File: config.mk
export PLATFORM = sky130hd
export DESIGN_NAME = rmii_frame_receiver
export DESIGN_NICKNAME = d
export VERILOG_FILES = /design/src/rtl/eth_rx_pkg.sv /design/src/rtl/crc32_byte_rx.sv /design/src/rtl/rmii_frame_receiver.sv
export SDC_FILE = /design/constraint.sdc
export NUM_CORES = 1
export LEC_CHECK = 0
export ABC_AREA = 0
export BUFFER_PORTS_ARGS = -buffer_cell sky130_fd_sc_hd__clkbuf_2
export CAP_MARGIN = 20
export CORE_MARGIN = 3
export CORE_UTILIZATION = 30
export CTS_CLUSTER_DIAMETER = 80
export CTS_CLUSTER_SIZE = 40
export DETAILED_ROUTE_END_ITERATION = 10
export GPL_TIMING_DRIVEN = 0
export HOLD_SLACK_MARGIN = 0.06
export PLACE_DENSITY = 0.58
export SLEW_MARGIN = 30
export SYNTH_ARGS = -nofsm -noshare
export SYNTH_HDL_FRONTEND = slang
export SYNTH_HIERARCHICAL = 1
export SYNTH_SLANG_ARGS = --single-unit
File: constraint.sdc
create_clock -name clk_50_mhz -period 6.8 [get_ports clk_50_mhz]
set_clock_uncertainty 0.05 [all_clocks]
set_input_delay 0.68 -clock clk_50_mhz [delete_from_list [all_inputs] [get_ports clk_50_mhz]]
set_output_delay 0.68 -clock clk_50_mhz [all_outputs]
set_load 0.01 [all_outputs]
File: src/rtl/eth_rx_pkg.sv
// eth_rx_pkg: shared state type, CRC constants and header offsets for the RMII receiver
package eth_rx_pkg;
    typedef enum logic [2:0] {IDLE, PREAMBLE, DATA, END, DROP} rx_state_t;
    localparam logic [31:0] CRC32_POLY_REFL = 32'hEDB8_8320;
    localparam logic [31:0] CRC32_RESIDUE = 32'hDEBB_20E3;
    localparam logic [47:0] BCAST_MAC = 48'hFFFF_FFFF_FFFF;
    localparam int OFF_DST = 0;
    localparam int OFF_SRC = 6;
    localparam int OFF_TYPE = 12;
    localparam int OFF_PROTO = 23;
    localparam int OFF_IP_SRC = 26;
    localparam int OFF_IP_DST = 30;
    localparam int OFF_PORTS = 34;
    localparam int OFF_SEQ = 38;
    localparam int OFF_ACK = 42;
    function automatic logic in_field(input logic [10:0] idx, input int off, input int len);
        return int'(idx) >= off && int'(idx) < off + len;
    endfunction
endpackage

File: src/rtl/crc32_byte_rx.sv
// crc32_byte_rx: byte-serial reflected CRC-32 accumulator
module crc32_byte_rx
    import eth_rx_pkg::*;
(
    input  logic        clk,
    input  logic        rst,
    input  logic        clear,
    input  logic        byte_valid,
    input  logic [7:0]  data,
    output logic [31:0] crc
);
    logic [31:0] nxt;
    // fold one byte into the running remainder, LSB first
    always_comb begin
        nxt = crc ^ {24'h0, data};
        for (int i = 0; i < 8; i++) nxt = nxt[0] ? (nxt >> 1) ^ CRC32_POLY_REFL : nxt >> 1;
    end
    // remainder register, reseeded between frames
    always_ff @(posedge clk) crc <= (rst || clear) ? 32'hFFFF_FFFF : byte_valid ? nxt : crc;
endmodule

File: src/rtl/rmii_frame_receiver.sv
// rmii_frame_receiver: RMII dibit receiver with CRC/length checks, header capture and FCS-stripped payload
module rmii_frame_receiver
    import eth_rx_pkg::*;
#(
    parameter int MIN_FRAME_BYTES = 64,
    parameter int MAX_FRAME_BYTES = 1518,
    parameter int HDR_BYTES = 54,
    parameter logic FILTER_EN = 1'b0,
    parameter logic [47:0] LOCAL_MAC = 48'h0
) (
    input  logic        clk_50_mhz,
    input  logic        rst,
    input  logic [1:0]  rx_d,
    input  logic        crs_dv,
    output logic [47:0] eth_dst,
    output logic [47:0] eth_src,
    output logic [15:0] eth_type,
    output logic [7:0]  ip_proto,
    output logic [31:0] ip_src,
    output logic [31:0] ip_dst,
    output logic [31:0] tcp_ports,
    output logic [31:0] tcp_seq,
    output logic [31:0] tcp_ack,
    output logic [7:0]  pl_data,
    output logic        pl_valid,
    output logic        frame_done,
    output logic        frame_ok,
    output logic        crc_err,
    output logic        len_err,
    output logic        align_err,
    output logic [10:0] frame_len,
    output logic        busy
);
    rx_state_t state, state_n;
    logic [1:0] dib_cnt;
    logic [5:0] sh;
    logic [10:0] byte_cnt;
    logic len_drop;
    logic [31:0] crc;
    logic [47:0] s_dst, s_src;
    logic [15:0] s_type;
    logic [7:0] s_proto;
    logic [31:0] s_ip_src, s_ip_dst, s_ports, s_seq, s_ack;
    logic [7:0] fifo [4];
    logic [2:0] fcnt;
    logic [7:0] nbyte;
    logic at_max, dv, bstb, c_crc, c_len, c_align, c_ok;
    assign nbyte = {rx_d, sh};
    assign at_max = byte_cnt == 11'(MAX_FRAME_BYTES);
    assign dv = state == DATA && crs_dv && !at_max;
    assign bstb = dv && dib_cnt == 2'd3;
    assign c_crc = crc != CRC32_RESIDUE;
    assign c_len = byte_cnt < 11'(MIN_FRAME_BYTES) || byte_cnt > 11'(MAX_FRAME_BYTES);
    assign c_align = dib_cnt != 2'd0;
    assign c_ok = !c_crc && !c_len && !c_align && (!FILTER_EN || s_dst == LOCAL_MAC || s_dst == BCAST_MAC);
    assign busy = state != IDLE;
    crc32_byte_rx u_crc (
        .clk(clk_50_mhz),
        .rst(rst),
        .clear(state == PREAMBLE),
        .byte_valid(bstb),
        .data(nbyte),
        .crc(crc)
    );
    // frame sequencing: preamble hunt, data capture, one-cycle evaluation, oversize drop
    always_comb begin
        state_n = state;
        case (state)
            IDLE:     state_n = (crs_dv && rx_d == 2'b01) ? PREAMBLE : IDLE;
            PREAMBLE: state_n = !crs_dv ? IDLE : rx_d == 2'b01 ? PREAMBLE : rx_d == 2'b11 ? DATA : DROP;
            DATA:     state_n = !crs_dv ? END : at_max ? DROP : DATA;
            END:      state_n = IDLE;
            DROP:     state_n = crs_dv ? DROP : IDLE;
            default:  state_n = IDLE;
        endcase
    end
    // byte assembly, header shadowing, payload delay line and end-of-frame reporting
    always_ff @(posedge clk_50_mhz) begin
        if (rst) begin
            state <= IDLE;
            dib_cnt <= '0;
            sh <= '0;
            byte_cnt <= '0;
            len_drop <= 1'b0;
            fcnt <= '0;
            {s_dst, s_src, s_type, s_proto, s_ip_src, s_ip_dst, s_ports, s_seq, s_ack} <= '0;
            {eth_dst, eth_src, eth_type, ip_proto, ip_src, ip_dst, tcp_ports, tcp_seq, tcp_ack} <= '0;
            {pl_data, pl_valid, frame_done, frame_ok, crc_err, len_err, align_err, frame_len} <= '0;
        end else begin
            state <= state_n;
            pl_valid <= 1'b0;
            frame_done <= 1'b0;
            if (state == PREAMBLE) begin
                dib_cnt <= '0;
                byte_cnt <= '0;
                len_drop <= 1'b0;
                fcnt <= '0;
            end
            if (dv) begin
                sh <= nbyte[7:2];
                dib_cnt <= dib_cnt + 2'd1;
            end
            if (bstb) begin
                byte_cnt <= byte_cnt + 11'd1;
                if (in_field(byte_cnt, OFF_DST, 6)) s_dst <= {s_dst[39:0], nbyte};
                if (in_field(byte_cnt, OFF_SRC, 6)) s_src <= {s_src[39:0], nbyte};
                if (in_field(byte_cnt, OFF_TYPE, 2)) s_type <= {s_type[7:0], nbyte};
                if (in_field(byte_cnt, OFF_PROTO, 1)) s_proto <= nbyte;
                if (in_field(byte_cnt, OFF_IP_SRC, 4)) s_ip_src <= {s_ip_src[23:0], nbyte};
                if (in_field(byte_cnt, OFF_IP_DST, 4)) s_ip_dst <= {s_ip_dst[23:0], nbyte};
                if (in_field(byte_cnt, OFF_PORTS, 4)) s_ports <= {s_ports[23:0], nbyte};
                if (in_field(byte_cnt, OFF_SEQ, 4)) s_seq <= {s_seq[23:0], nbyte};
                if (in_field(byte_cnt, OFF_ACK, 4)) s_ack <= {s_ack[23:0], nbyte};
                if (byte_cnt >= 11'(HDR_BYTES)) begin
                    fifo[0] <= fifo[1];
                    fifo[1] <= fifo[2];
                    fifo[2] <= fifo[3];
                    fifo[3] <= nbyte;
                    fcnt <= fcnt + {2'b0, fcnt != 3'd4};
                    if (fcnt == 3'd4) begin
                        pl_data <= fifo[0];
                        pl_valid <= 1'b1;
                    end
                end
            end
            if (state == DATA && crs_dv && at_max) len_drop <= 1'b1;
            if (state == END) begin
                frame_done <= 1'b1;
                frame_ok <= c_ok;
                crc_err <= c_crc;
                len_err <= c_len;
                align_err <= c_align;
                frame_len <= byte_cnt;
                if (c_ok) {eth_dst, eth_src, eth_type, ip_proto, ip_src, ip_dst, tcp_ports, tcp_seq, tcp_ack} <=
                    {s_dst, s_src, s_type, s_proto, s_ip_src, s_ip_dst, s_ports, s_seq, s_ack};
            end
            if (state == DROP && !crs_dv && len_drop) begin
                frame_done <= 1'b1;
                frame_ok <= 1'b0;
                crc_err <= 1'b0;
                len_err <= 1'b1;
                align_err <= 1'b0;
                frame_len <= byte_cnt;
            end
            if (state == END || state == DROP) fcnt <= '0;
        end
    end
endmodule

==> flow_metrics.py, run 1 <==
metrics = {
    "logic_synthesis": {
        "synth-main-ff-cell": "dfxtp_1",
        "synthesis.instances": 2728,
        "yosys_register_bits": 675,
        "ys_types": 67,
        "postSynthNetCount": 2738,
        "yosysWarningCount": 6,
        "synth_seq_area_share_pct": 51.5,
        "ys_async_sr_fraction_pct": 0,
        "count_of_flip_flops_with_a_built_in_enable_after_synthesis": 32,
        "syn_area_mm2": 0.0269,
        "syn_avg_cell_area_um2": 9.85,
    },
    "drt": {
        "drtAntennaViolNets": 0,
        "remaining_drc_errors": 0,
        "num_vias": 20567,
        "avgRoutedWirePerCell_um": 20.4,
        "via_per_inst": 4.81,
        "post_route_wl_mm": 87.1,
        "drc_violation_total_after_the_first_tritonroute_iteration": 1629,
        "drt_first_pass_iters": 5,
    },
    "clocking": {
        "cts_hold_buffers": 0,
        "clk-insertion-delay-late_ps": 620,
        "cts.repair.resized": 0,
        "cts_tree": "built",
        "cts_setup_buffers": 0,
        "cts_made_buffers": 36,
        "path_clk_slew_ps": 110,
        "cts.path.max_buffers": 3,
        "cts_root_buffer": "clkbuf_16",
        "htree_num_levels": 2,
        "numClockSinks": 675,
    },
    "place": {
        "port-buffer-count": 310,
        "dp_wirelength_mm": 64.0,
        "dp.cells": 4209,
        "gp_routability_congestion": 0.849,
        "detailed_place.area_mm2": 0.0299,
    },
    "global_route": {
        "grt_usage_pct": 18.1,
        "grt_pass1_vias": 19905,
        "overflow": 0,
        "grt_first_pass_wirelength_mm": 130,
        "initial_antenna_violation_count": 2,
        "grt_max_degree": 32,
    },
    "min_path": {
        "min_path_type": "reg -> reg",
    },
    "final_layout": {
        "instances_no_fill": 4277,
        "layout-drive-gt1-share_pct": 14.5,
        "areaGrowthSynthToFinish_pct": 16.3,
        "layout.nets": 3092,
        "post_route_cell_area_mm2": 0.0312,
    },
    "sta": {
        "timing_hold_violations_final": 0,
        "slew_viol_final": 0,
        "tightest_slew_ps": 1010,
        "timing.final.crit_share_pct": 56.8,
        "final-setup-viol-count": 0,
        "max_clock_freq_ghz": 0.259,
        "finalWorstPathRequiredPeriod_ps": 3860,
        "rsz0062_at_grt": "false",
        "max_slew_margin_pct": 32.8,
    },
    "floorplan": {
        "dieArea_mm2": 0.0932,
        "top_level_ports": 311,
        "die_w_um": 305,
        "initial_core_util_pct": 30.3,
        "dieHeight_um": 305,
        "row_count": 109,
        "core_area_mm2": 0.0886,
    },
    "setup_path": {
        "worst_ep_required_time_ps": 7240,
        "end_kind": "register",
        "worstPathArrival_ps": 4300,
        "critPathSlowestCell": "clkbuf_1",
        "worst_path_most_repeated_cell": "clkbuf_1",
        "largest_stage_delay_on_the_critical_path_ps": 730,
        "start_kind": "register",
        "timing.critical_path.fanout_max": 10,
        "setup.worst_path.class": "reg -> reg",
        "cell_chain_of_the_critical_path": "clkbuf_1, and4_1, nand3_1, o2111a_1, clkbuf_2, nand2_1, clkbuf_1, clkbuf_1, clkbuf_1, o21ai_0",
    },
    "pwr": {
        "cellPowerDensity_mw_per_mm2": 219,
        "total_leakage_power_uw": 0.0112,
        "irDropWorstVdd_mv": 0.154,
    },
    "outcome": {
        "outcome": "finished, final reports clean",
    },
    "job": {
        "reported_max_cap_violation_count": 0,
    },
}
## where the power goes
group	switching, uW	total [uW]	internal (uW)
clock network	1540	2670	1130
logic	114	178	63.9
registers	0.312	3980	3980
## stage by stage
step | worst slack [ps] | hold WS, ps | total power [uW] | TNS [ps] | util (%)
6_report | 2940 | 377 | 6830 | 0 | 35.2
5_1_grt | 2690 | 390 | 7050 | 0 | 35.2
4_1_cts | 2930 | 367 | 6910 | 0 | 35.2
3_5_place_dp | 2950 | 355 | 4250 | 0 | 33.8
3_3_place_gp | -325 | 351 | 4250 | -10360 | 33.7
2_1_floorplan | 1850 | 350 | 4180 | 0 | -
## sequential cells by signal, summed over array words and instances, names as in the netlist, 11 cells and up
name	count
eth_dst	48
byte_cnt	11
s_ip_src	32
s_src	48
s_type	16
tcp_seq	32
fifo	32
u_crc/crc	32
s_ip_dst	32
s_seq	32
tcp_ack	32
ip_dst	32
tcp_ports	32
frame_len	11
s_ack	32
ip_src	32
s_ports	32
s_dst	48
eth_src	48
eth_type	16
## logic make-up after synthesis
kind of cell,share of synthesized area (%)
multiplexers,10.2
flip-flops,51.5
AND/OR/NAND/NOR,20.8
XOR/XNOR,3.41
buffers and inverters,3.75
AO/OA/AOI/OAI,10.1
adder cells (fa/ha/maj),0.233
## cells in the final DEF (no fill, tap or decap), drive strengths merged, types with 7 or more instances in the layout
cell,instances
xnor2,49
mux2i,268
nand4b,146
clkbuf,543
or3,7
nand2,76
nand2b,283
o21ai,477
dfxtp,643
nor3,11
nor4,13
o211ai,10
edfxtp,32
inv,27
a21oi,15
xor2,19
nor2b,149
clkinv,9
buf,46
nor2,211
## path summary, 6_finish.rpt
path	from	endpoint	slack, ps	depth (start not counted)
setup / recovery	byte_cnt[5]$_SDFFE_PP0P_	eth_src[21]$_SDFFE_PP0P_	2940	10
hold / removal	fifo[3][4]$_DFFE_PP_	fifo[2][4]$_DFFE_PP_	380	0
hold reg to reg	fifo[3][4]$_DFFE_PP_	fifo[2][4]$_DFFE_PP_	380	0
setup reg to reg	byte_cnt[5]$_SDFFE_PP0P_	eth_src[21]$_SDFFE_PP0P_	2940	10
## synthesized netlist by cell type (all sizes together) (3+ instances only)
cell type | number | share of area, %
dfxtp | 643 | 48
o21ai | 477 | 8.9
nand2b | 283 | 6.6
mux2i | 268 | 10
nor2 | 211 | 2.9
clkbuf | 194 | 2.7
nor2b | 149 | 3.5
nand4b | 146 | 4.8
nand2 | 76 | 1.1
xnor2 | 49 | 2.0
buf | 40 | 0.89
edfxtp | 32 | 3.6
xor2 | 19 | 0.76
a21oi | 15 | 0.28
nor4 | 13 | 0.54
nor3 | 11 | 0.22
inv | 10 | 0.14
o211ai | 10 | 0.28
or3 | 7 | 0.16
a211oi | 5 | 0.14
ha | 5 | 0.23
mux2 | 5 | 0.21
xnor3 | 5 | 0.43
nand3 | 4 | 0.075
nand3b | 4 | 0.11
a211o | 3 | 0.098
a31oi | 3 | 0.070
and3b | 3 | 0.098
nand4 | 3 | 0.070
nor4bb | 3 | 0.11
## routing by layer
layer / vias up / wire length (um) / share of wire [%] / track usage (%)
met3: 95 / 6020 / 6.9 / 4.25
met5: - / 0 / 0 / 0
met1: 9910 / 39500 / 45 / 24.3
met2: 482 / 39500 / 45 / 29.4
li1: 10080 / - / - / -
met4: 0 / 2190 / 2.5 / 4.91
## critical path: cells and delay by family, from the launching register on
family	cells	cell delay, ps
and+or+nand+nor	3	760
buffers and inverters	5	2320
AOI/OAI and AO/OA	2	300
DFF	1	320
## cell type report
class / count / area (um^2)
Antenna cell: 3 / 7.51
Buffer: 234 / 975
Clock buffer: 39 / 922
Clock inverter: 26 / 355
Fill cell: 9216 / 57400
Inverter: 11 / 41.3
Multi-Input combinational cell: 1808 / 12000
Sequential cell: 675 / 13800
Tap cell: 1165 / 1460
Timing Repair Buffer: 316 / 1590
Power figures use the tool's default switching activity.
==> run 2: changes to the inputs <==
PLACE_DENSITY = 0.59   (was 0.58)
clock period = 3.5 ns   (was 6.8 ns; I/O delays follow)
==> flow_metrics.py, run 2 (synthesis gave the netlist of run 1 again) <==
metrics = {
    "pwr": {
        "cellPowerDensity_mw_per_mm2": 427,
        "irDropWorstVdd_mv": 0.464,
        "final_total_pwr_uw": 13400,
        "total_leakage_power_uw": 0.0113,
    },
    "sta": {
        "timing.final.crit_share_pct": 94.9,
        "setup_ws_ps": 179,
        "max_clock_freq_ghz": 0.301,
        "rsz0062_at_grt": "false",
        "slew_viol_final": 0,
        "final-setup-viol-count": 0,
        "timing_hold_violations_final": 0,
        "finalWorstPathRequiredPeriod_ps": 3320,
        "finalSetupTns_ps": 0,
        "tightest_slew_ps": 1020,
        "max_slew_margin_pct": 31.4,
    },
    "setup_path": {
        "critPathSlowestCell": "clkbuf_1",
        "start_kind": "register",
        "worst_path_most_repeated_cell": "clkbuf_1",
        "cell_chain_of_the_critical_path": "clkbuf_1, nor4bb_1, nand2_1, nor2_2, clkbuf_1, clkinv_1, clkbuf_1, nor2_1, o21ai_0",
        "critPathBufInv": 4,
        "worst_ep_required_time_ps": 3890,
        "end_kind": "register",
        "worstPathArrival_ps": 3710,
        "cpLargestDelayFamily": "buffers and inverters",
        "timing.critical_path.fanout_max": 10,
        "setup.worst_path.class": "reg -> reg",
        "largest_stage_delay_on_the_critical_path_ps": 410,
    },
    "drt": {
        "num_vias": 20481,
        "drt_first_pass_iters": 5,
        "drtAntennaViolNets": 0,
        "drc_violation_total_after_the_first_tritonroute_iteration": 1597,
        "post_route_wl_mm": 87.0,
        "avgRoutedWirePerCell_um": 20.4,
        "via_per_inst": 4.80,
        "remaining_drc_errors": 0,
    },
    "place": {
        "gp_routability_congestion": 0.857,
        "dp_worst_setup_slack_ps": -363,
        "detailed_place.area_mm2": 0.0299,
        "port-buffer-count": 310,
        "dp_wirelength_mm": 63.2,
    },
    "final_layout": {
        "layout.core_utilization_pct": 35.3,
        "post_route_cell_area_mm2": 0.0313,
        "fill_cells": 9133,
        "areaGrowthSynthToFinish_pct": 16.6,
        "layout-drive-gt1-share_pct": 14.7,
        "layout.nets": 3089,
        "final_common_cell": "dfxtp_1",
        "layout_common_cells": "643 x dfxtp_1, 472 x o21ai_0, 320 x clkbuf_2, 283 x nand2b_1, 268 x mux2i_1",
    },
    "clocking": {
        "numClockSinks": 675,
        "cts.path.max_buffers": 3,
        "path_clk_slew_ps": 110,
        "cts_root_buffer": "clkbuf_16",
        "cts_made_buffers": 36,
        "htree_num_levels": 2,
        "clk-insertion-delay-late_ps": 620,
        "cts_tree": "built",
    },
    "min_path": {
        "min_path_type": "in -> reg",
    },
    "global_route": {
        "initial_antenna_violation_count": 4,
        "grt_pass1_vias": 19593,
        "overflow": 0,
        "grt_max_degree": 36,
        "grt_first_pass_wirelength_mm": 129,
        "grt_usage_pct": 18.0,
    },
    "floorplan": {
        "core_area_mm2": 0.0886,
        "top_level_ports": 311,
        "initial_core_util_pct": 30.3,
        "dieHeight_um": 305,
        "row_count": 109,
        "dieArea_mm2": 0.0932,
        "die_w_um": 305,
    },
    "job": {
        "reported_max_cap_violation_count": 0,
    },
    "outcome": {
        "outcome": "finished, final reports clean",
    },
}
run 2: changes by cell type in the layout (fill, tap and decap cells not counted), sizes merged:
cell / before / now
clkinv: 9 / 11
dlygate4sd3: 0 / 1
clkbuf: 543 / 541
buf: 46 / 43
inv: 27 / 25
diode: 3 / 1
run 2: worst paths after layout:
kind	from	endpoint	slack, ps	depth (start not counted)
worst max register to register	state[1]$_SDFF_PP0_	u_crc/crc[1]$_SDFFE_PP1P_	180	9
worst max-delay path	state[1]$_SDFF_PP0_	u_crc/crc[1]$_SDFFE_PP1P_	180	9
worst min-delay path	rst	u_crc/crc[13]$_SDFFE_PP1P_	160	3
worst min register to register	fifo[1][7]$_DFFE_PP_	fifo[0][7]$_DFFE_PP_	380	0
run 2: per-layer routing:
metal	part of all wire [%]	global-route usage, %
met4	3.1	5.38
met5	0	0
met2	44	28.6
met1	46	24.2
met3	6.8	4.67
run 2: per-stage QoR:
stage,hold WS [ps],instances
floorplan,350,2728
global placement,351,4203
detailed placement,355,4206
CTS,131,4271
global route,190,4270
finish,164,4271
run 2: tightest hold or removal path, stage by stage:
cell and delay (ps):
clkbuf_2 150, nor2_1 170, o21ai_1 110
run 2: cell type report:
cell class	count	area (um^2)	share of cell area (%)
plain buffers	232	978	3.12
well taps	1165	1460	4.65
clock inverters	26	423	1.35
repair buffers	315	1600	5.09
clock buffers	38	918	2.93
inverters	11	41.3	0.132
flip-flops and latches	675	13800	44.2
diodes	1	2.50	0.00799
multi-input cells	1808	12100	38.5
run 2: what timing repair did:
action                                 CTS  global route
hold buffers                             1             0
pin swaps                                1             0
setup endpoints to repair               63            77
buffers inserted                         1             0
resized for setup                        3             5
endpoints found under the hold margin    2             0
run 2: power by group:
group | switching (uW) | internal (uW)
logic | 223 | 125
clock network | 3080 | 2230
registers | 0.596 | 7730
